--- src/rtl/peripheral_bcd7seg.sv ---
// peripheral_bcd7seg: double-buffered BCD 7-segment scan driver; define BCD7SEG_HEX_EN for hex glyphs on codes 10-15
module peripheral_bcd7seg #(
  parameter int DIGITS   = 5,
  parameter int SCAN_DIV = 50000
) (
  input  logic              clk,
  input  logic              reset,
  input  logic [15:0]       d_in,
  input  logic              cs,
  input  logic [4:0]        addr,
  input  logic              rd,
  input  logic              wr,
  output logic [31:0]       d_out,
  output logic [6:0]        seg,
  output logic              dp,
  output logic [DIGITS-1:0] an
);
  localparam int PW = $clog2(SCAN_DIV);
  localparam int W = 4 * DIGITS;
  logic [W-1:0] stg, act, act_n;
  logic [DIGITS-1:0] dps, dpa, dpa_n;
  logic en, lz, pend, en_n, lz_n, pend_n;
  logic [PW-1:0] pre, pre_n;
  logic [2:0] idx, idx_n;
  logic we, wc, last, fe, go, z, blank;
  logic [3:0] code;
  logic [6:0] seg_n;
  logic [31:0] rdata;

  function automatic logic [6:0] dec(input logic [3:0] c);
    case (c)
      4'd0: return 7'h40;
      4'd1: return 7'h79;
      4'd2: return 7'h24;
      4'd3: return 7'h30;
      4'd4: return 7'h19;
      4'd5: return 7'h12;
      4'd6: return 7'h02;
      4'd7: return 7'h78;
      4'd8: return 7'h00;
      4'd9: return 7'h10;
`ifdef BCD7SEG_HEX_EN
      4'hA: return 7'h08;
      4'hB: return 7'h03;
      4'hC: return 7'h46;
      4'hD: return 7'h21;
      4'hE: return 7'h06;
      default: return 7'h0E;
`else
      default: return 7'h7F;
`endif
    endcase
  endfunction

  // next-state: scan position, commit of staging into the active set, glyph with leading-zero blanking
  always_comb begin
    we = cs && wr;
    wc = we && addr == 5'h14;
    last = pre == PW'(SCAN_DIV - 1);
    fe = en && last && idx == 3'(DIGITS - 1);
    go = pend && !wc && (fe || !en);
    en_n = (we && addr == 5'h10) ? d_in[0] : en;
    lz_n = (we && addr == 5'h10) ? d_in[1] : lz;
    pend_n = wc || (pend && !go);
    act_n = go ? stg : act;
    dpa_n = go ? dps : dpa;
    pre_n = (en && en_n && !last) ? pre + 1'b1 : '0;
    idx_n = !(en && en_n) ? 3'd0 : !last ? idx : idx == 3'(DIGITS - 1) ? 3'd0 : idx + 3'd1;
    code = act_n[4*idx_n +: 4];
    z = 1'b1;
    blank = 1'b0;
    for (int j = DIGITS - 1; j > 0; j--) begin
      z = z && (act_n[4*j +: 4] == 4'd0);
      if (idx_n == 3'(j)) blank = lz_n && z;
    end
    seg_n = blank ? 7'h7F : dec(code);
    rdata = addr == 5'h04 ? 32'(stg[15:0]) :
            addr == 5'h08 ? 32'(stg[W-1:16]) :
            addr == 5'h0C ? 32'(dps) :
            addr == 5'h10 ? {30'd0, lz, en} :
            addr == 5'h18 ? {23'd0, pend, 5'd0, idx} : 32'd0;
  end

  // registers, bus writes/reads, and display outputs aligned with the scan index
  always_ff @(posedge clk or negedge reset) begin
    if (!reset) begin
      stg <= '0;
      act <= '0;
      dps <= '0;
      dpa <= '0;
      en <= 1'b0;
      lz <= 1'b0;
      pend <= 1'b0;
      pre <= '0;
      idx <= 3'd0;
      d_out <= 32'd0;
      an <= '1;
      seg <= 7'h7F;
      dp <= 1'b1;
    end else begin
      if (we && addr == 5'h04) stg[15:0] <= d_in;
      if (we && addr == 5'h08) stg[W-1:16] <= d_in[W-17:0];
      if (we && addr == 5'h0C) dps <= d_in[DIGITS-1:0];
      if (cs && rd) d_out <= rdata;
      act <= act_n;
      dpa <= dpa_n;
      en <= en_n;
      lz <= lz_n;
      pend <= pend_n;
      pre <= pre_n;
      idx <= idx_n;
      an <= en_n ? ~(DIGITS'(1) << idx_n) : '1;
      seg <= en_n ? seg_n : 7'h7F;
      dp <= !(en_n && dpa_n[idx_n]);
    end
  end
endmodule

--- config.mk ---
export PLATFORM = sky130hd
export DESIGN_NAME = peripheral_bcd7seg
export DESIGN_NICKNAME = d
export VERILOG_FILES = /design/src/rtl/peripheral_bcd7seg.sv
export SDC_FILE = /design/constraint.sdc
export NUM_CORES = 1
export LEC_CHECK = 0
export ABC_AREA = 0
export CAP_MARGIN = 20
export CORE_ASPECT_RATIO = 1.25
export CORE_MARGIN = 1.5
export CORE_UTILIZATION = 45
export CTS_CLUSTER_SIZE = 16
export DETAILED_ROUTE_END_ITERATION = 6
export GPL_ROUTABILITY_DRIVEN = 0
export PLACE_DENSITY_LB_ADDON = 0.2
export SLEW_MARGIN = 10
export SYNTH_ARGS = -nofsm -noshare
export SYNTH_HDL_FRONTEND = slang
export SYNTH_SLANG_ARGS = --single-unit
--- constraint.sdc ---
create_clock -name clk -period 7.6 [get_ports clk]
set_input_delay 2.28 -clock clk [delete_from_list [all_inputs] [get_ports clk]]
set_output_delay 2.28 -clock clk [all_outputs]
set_load 0.05 [all_outputs]
# == Yosys cells after proc, flatten, opt, wreduce, memory -nomap -nowiden ==
# Memories as Yosys holds them, arrays and structs flattened.
# Index checks and enable logic that the tools add are counted.
# W data, S select, Z words.
# totals
ff_bits,117
rom_bits,112
wordCells,88
n_memories,1
# mem_list
name,words,word_bits,read_ports,rd_clocked_by_memory_dff,write_ports,line_no,text
(name not given),16,7,1,0,0,31,case (c)
# classes
n_addsub,2
magnitude_cmp,1
n_eq_ne,12
shifts,2
mux,22
bitwise,1
reduce_logical,33
# op_table
op,count
$mux W9,4
$mux W16,2
$logic_and A1 B1 Y1,22
$mux W20,1
$shiftx A20 B6 Y4,1
$add A16 B1 Y16 const B,1
$eq A16 B16 Y1 const B,1
$logic_not A4 Y1,4
$eq A5 B5 Y1 const B,3
$mux W7,2
$eq A5 B4 Y1 const B,2
$mux W5,2
$mux W3,3
$mux W1,7
$eq A3 B2 Y1 const B,2
$eq A3 B3 Y1 const B,2
$eq A5 B3 Y1 const B,1
$logic_not A1 Y1,5
$not A5 Y5,1
$shl A1 B3 Y5 const A,1
$lt A3 B4 Y1 const B,1
$add A3 B1 Y3 const B,1
$bmux W1 S3,1
$eq A3 B1 Y1 const B,1
$logic_or A1 B1 Y1,2

# == Depth between registers and ports, before layout ==
# depth
word_depth,14
ltp_mapped,16
ltp_nobuf,14

# == Least setup slack after synthesis ==
# No wires, ideal clock.
# synth_path
path_type,input to register
startpoint,input addr[4]
endpoint,register seg[6]
setup_time_ps,88
t_arrival_ps,4664
setup_slack_ps,2848
cell_stages,14
cell_sequence,buf_2 -> and4b_1 -> buf_4 -> a21oi_2 -> a21o_1 -> buf_6 -> buf_2 -> mux2i_1 -> nand2_1 -> a31oi_1 -> inv_1 -> ha_1 -> nor4b_2 -> a31oi_1
# synth_between
elab_chain_cells,14
word_cells_on_any_way,35
cone_classes,6 x eq/ne; 1 x shift; 10 x mux; 17 x reduce/logical; 1 x memory
# synth_lines
element,line_no,text
start: declaration,10,"input logic [4:0] addr,"
branches (longest 13 deep; another with $mem_v2 Z16 W7),-,
$mux W7 (*),113,seg <= en_n ? seg_n : 7'h7F;
end signal: assignment,113,
end: declaration,14,"output logic [6:0] seg,"
# Mark *: on every way between the ends.
# A chain may end at the register's enable or synchronous reset.

# == Worst setup path in the final report ==
# layout_path
startpoint,input addr[3]
endpoint,register seg[6]
# layout_between
elab_chain_cells,14
word_cells_on_any_way,35
cone_classes,6 x eq/ne; 1 x shift; 10 x mux; 17 x reduce/logical; 1 x memory
# layout_lines
element,line_no,text
$eq A5 B5 Y1 (*),58,wc = we && addr == 5'h14;
$logic_and A1 B1 Y1 (*),58,
$logic_not A1 Y1 (*),61,go = pend && !wc && (fe || !en);
$logic_and A1 B1 Y1 (*) (2 in series),61,
$mux W20 (*),65,act_n = go ? stg : act;
via act_n[16],20,"logic [W-1:0] stg, act, act_n;"
branches (longest 6 deep; another with $mem_v2 Z16 W7),-,
$mux W7 (*),76,seg_n = blank ? 7'h7F : dec(code);
$mux W7 (*),113,
# Mark *: on every way through the listed nets, which the timed path passes.

==> impl_results.md <==
- Synth top area share: 0.4130
- Arrival time at the worst endpoint: just under 6000 ps
- CP required: around 8000 ps
- Crit path from: addr[3]
- H-tree depth: 3
- CP top delay family: compound AO/OA/AOI/OAI gates
- Max Slew Vio Count: 0
- Syn. warnings: 0
- Routed Antenna Nets: 0
- Avg Cell Area, Syn: 10.29 um2
- Critical R2R Launch: idx[0]
- Cell Pwr Density: slightly above 200 mW/mm2
- Commonest non-fill, non-tap cell in the layout: nand2_1
- Max Fclk: 175.8 MHz
- Root Driver: clkbuf_16
- Kind of critical path: input pin to flop
- CTS Buffer Depth: 2
- WL final: about 13000 um
- Initial antenna violation count: 0
- Worst Max-Slew Pin Slew: 911.5 ps
- EDFF count, synth: 0
- Placement Cell Area: 0.005877 mm2
- Boundary pin count: 71
- Die Wd: between 100 and 150 um
- Hold WC Path Type: flop to flop
- Clock Latency Late Sink: approximately 350 ps
- Pre-CTS WS: 1563 ps
- Avg WL per Cell: ~18 um
- Tcrit/Tclk final: 0.7486
- CP Depth: 11
- Synth-to-Final Area Change: 16.19%
- Most frequent cells in the layout: nand2_1 (95), dfrtp_1 (88), clkdlybuf4s50_1 (53)
- Crit path largest cell delay: 740 ps
- R2R depth: 12
- Synth area leaders: dfrtp_1 (41%), mux2_2 (7.0%), nand2_1 (6.7%)
- Syn Inst Count: just over 500
- Worst Setup End Kind: flop
- CP max FO: 26
- Die ar.: about 0.013 mm2
- Ant diodes: 0
- Final Skew: approximately 6.3 ps
- Fin nets: 600
- Slowest cell on crit path: a21o_1
- Simple-Gate Fraction of Synth Area: 0.1854
- Post-synth top flop: dfrtp_1
- Core area: around 0.012 mm2
- Cell Int Power: between 0.0009 and 0.001 W
- Finished Cell Area: around 0.0062 mm2
- Dpl hpwl: roughly 9300 um
- Seq/Total Area, Yosys: 0.4771
- Share of post-route cells with drive strength above 1: 0.1786
- Synth Area in XOR/XNOR: 0.02300
- Crit path time final: approximately 5700 ps
- Total number of vias: a little under 4000
- Grt ovf: 0
- Hold_sp: pre[0]
- Port bufs: between 50 and 60
- First-pass GRT wire length: 20820 um
- Largest net degree at the start of global routing: 73
- Vias in the first global route: roughly 4000
- Post-cts gate resize count: 0
- Flop pwr share: 0.481
- Sw Share: 0.2856
- Relative slew slack: 0.3923
- Initial Util: 0.4611
- Post-CTS setup buffer count: 0
- Row cnt: 44
- Final hold slack: around 460 ps
- Post-route setup slack: between 1500 and 2000 ps
- Starting DRT DRC Count: between 200 and 300
- Static leakage: around 2.8 nW
- Status: finished, final reports clean
- Post-synthesis register bit count: approximately 100
- DIE HEIGHT: 124.7 um
- Yosys cell types: 72
- Synth Area in Compound Gates: 0.1274
- Most frequent CP cell: a31oi_1
- Switching Power: about 0.00036 W
- TritonCTS clock tree: done
- Main combinational cell family by area after synthesis: simple AND/OR/NAND/NOR gates
- Post-synth top area cell: dfrtp_1
- Critical path, cell by cell: clkdlybuf4s50_1 -> and4b_1 -> a21oi_2 -> a21o_1 -> mux2_2 -> nor2b_1 -> a31oi_1 -> inv_1 -> ha_1 -> nor4b_2 -> a31oi_1
- Async set-or-reset flop fraction in the synthesized netlist: 1.000
- Setup TNS: 0 ps
- Worst Path Buf+Inv: 2
- Clock sink count: approximately 100
- CP Launch Type: input pin
- Cts-stage hold buffer count: 0
- Final hold vios: 0
- Drt first pass iters: 5
- Setup-failing EPs final: 0
- Remaining DRCs: 0
- Total of max-cap violations: 0
- RSZ-0062 raised after global routing: false
- VDD IR max: around 110 uV
- Vias/cell: 5.611
- Clock Power Share: 0.374
- CTS buffer count: 9
- All-Layer GR Usage: 0.2151
- Mux cell area share after synthesis: 0.1063
- Worst Hold Depth: 1
- Worst-path clk slew: around 70 ps
- Synth Area in Adders: 0.01877
- Mapped cell area: between 0.005 and 0.006 mm2
- Comb pwr share: 0.145
sequential cells by signal, summed over array words and instances, names as in the netlist, 3 cells and up:
name and count:
idx 3, dps 5, an 5, pre 16, act 20, stg 20, seg 7, d_out 16
dpa 5
power by group through the flow:
stage | logic [W] | clock network (W) | registers (W)
after floorplan | 0.000107 | 0 | 0.000632
after global placement | 0.000180 | 0 | 0.000620
after detailed placement | 0.000183 | 0 | 0.000621
after CTS | 0.000184 | 0.000487 | 0.000611
after global routing | 0.000199 | 0.000507 | 0.000615
final | 0.000184 | 0.000475 | 0.000611
kinds of logic (layout without fill, tap and decap cells):
kind of cell / Yosys count / after routing
AOI/OAI and AO/OA: 97 / 97
buffers and inverters: 53 / 91
other: 1 / 16
muxes: 48 / 48
and+or+nand+nor: 196 / 196
DFF: 101 / 101
adders and majority gates: 8 / 8
xor gates and xnor gates: 14 / 14
layout make-up:
type | count | area [um2]
Clock inverter | 7 | 81.33
Inverter | 15 | 61.31
Fill cell | 1056 | 5366
Multi-Input combinational cell | 379 | 2524
Sequential cell | 101 | 2544
Tap cell | 138 | 172.7
Clock buffer | 9 | 225.2
Timing Repair Buffer | 60 | 586.8
worst paths after layout:
check                               end  slack [ps]
worst max-delay path             seg[6]        1910
worst min-delay path             pre[0]         460
worst max register to register   seg[6]        3730
worst min register to register   pre[0]         460
max in group asynchronous        act[4]        4510
min in group asynchronous       pre[12]        1840
worst register-to-register path: stages, from the launching register on:
cell and delay (ps):
dfrtp_1 490, inv_1 240, ha_1 290, nand3_1 130, a21oi_2 220, a21o_1 740
mux2_2 440, nor2b_1 130, a31oi_1 380, inv_1 140, ha_1 240, nor4b_2 290
a31oi_1 80
synth_stat cells (all sizes together) (4+ instances only):
cell type and n:
nor2b 4, ha 8, o21ai 36, nor2 28, dfrtp 88, nand3 11, a21oi 19, xnor2 6
nand2b 4, clkbuf 7, xor2 8, and4 4, mux2i 11, a21o 4, buf 31, dfstp 13
o211ai 9, or3 5, nor3 9, a211oi 5, mux2 37, nand2 97, inv 15, and3 6
nor4 10, a31oi 6
metrics by stage:
| stage | total power [W] | std cells | util |
|---|---|---|---|
| 2_1_floorplan | 0.0007394 | 533 | - |
| 3_3_place_gp | 0.0008005 | 692 | 0.5083 |
| 3_5_place_dp | 0.0008046 | 692 | 0.5083 |
| 4_1_cts | 0.001282 | 708 | 0.5348 |
| 5_1_grt | 0.001321 | 709 | 0.5358 |
| 6_report | 0.001269 | 709 | 0.5358 |
metal layers:
metal | routed length [um] | up-vias | track usage
li1 | - | 1880 | -
met1 | 5252 | 1947 | 0.2678
met2 | 6374 | 119 | 0.3589
met3 | 501 | 32 | 0.03199
met4 | 510 | 0 | 0.1102
met5 | 0 | - | 0
Power figures use the tool's default switching activity.
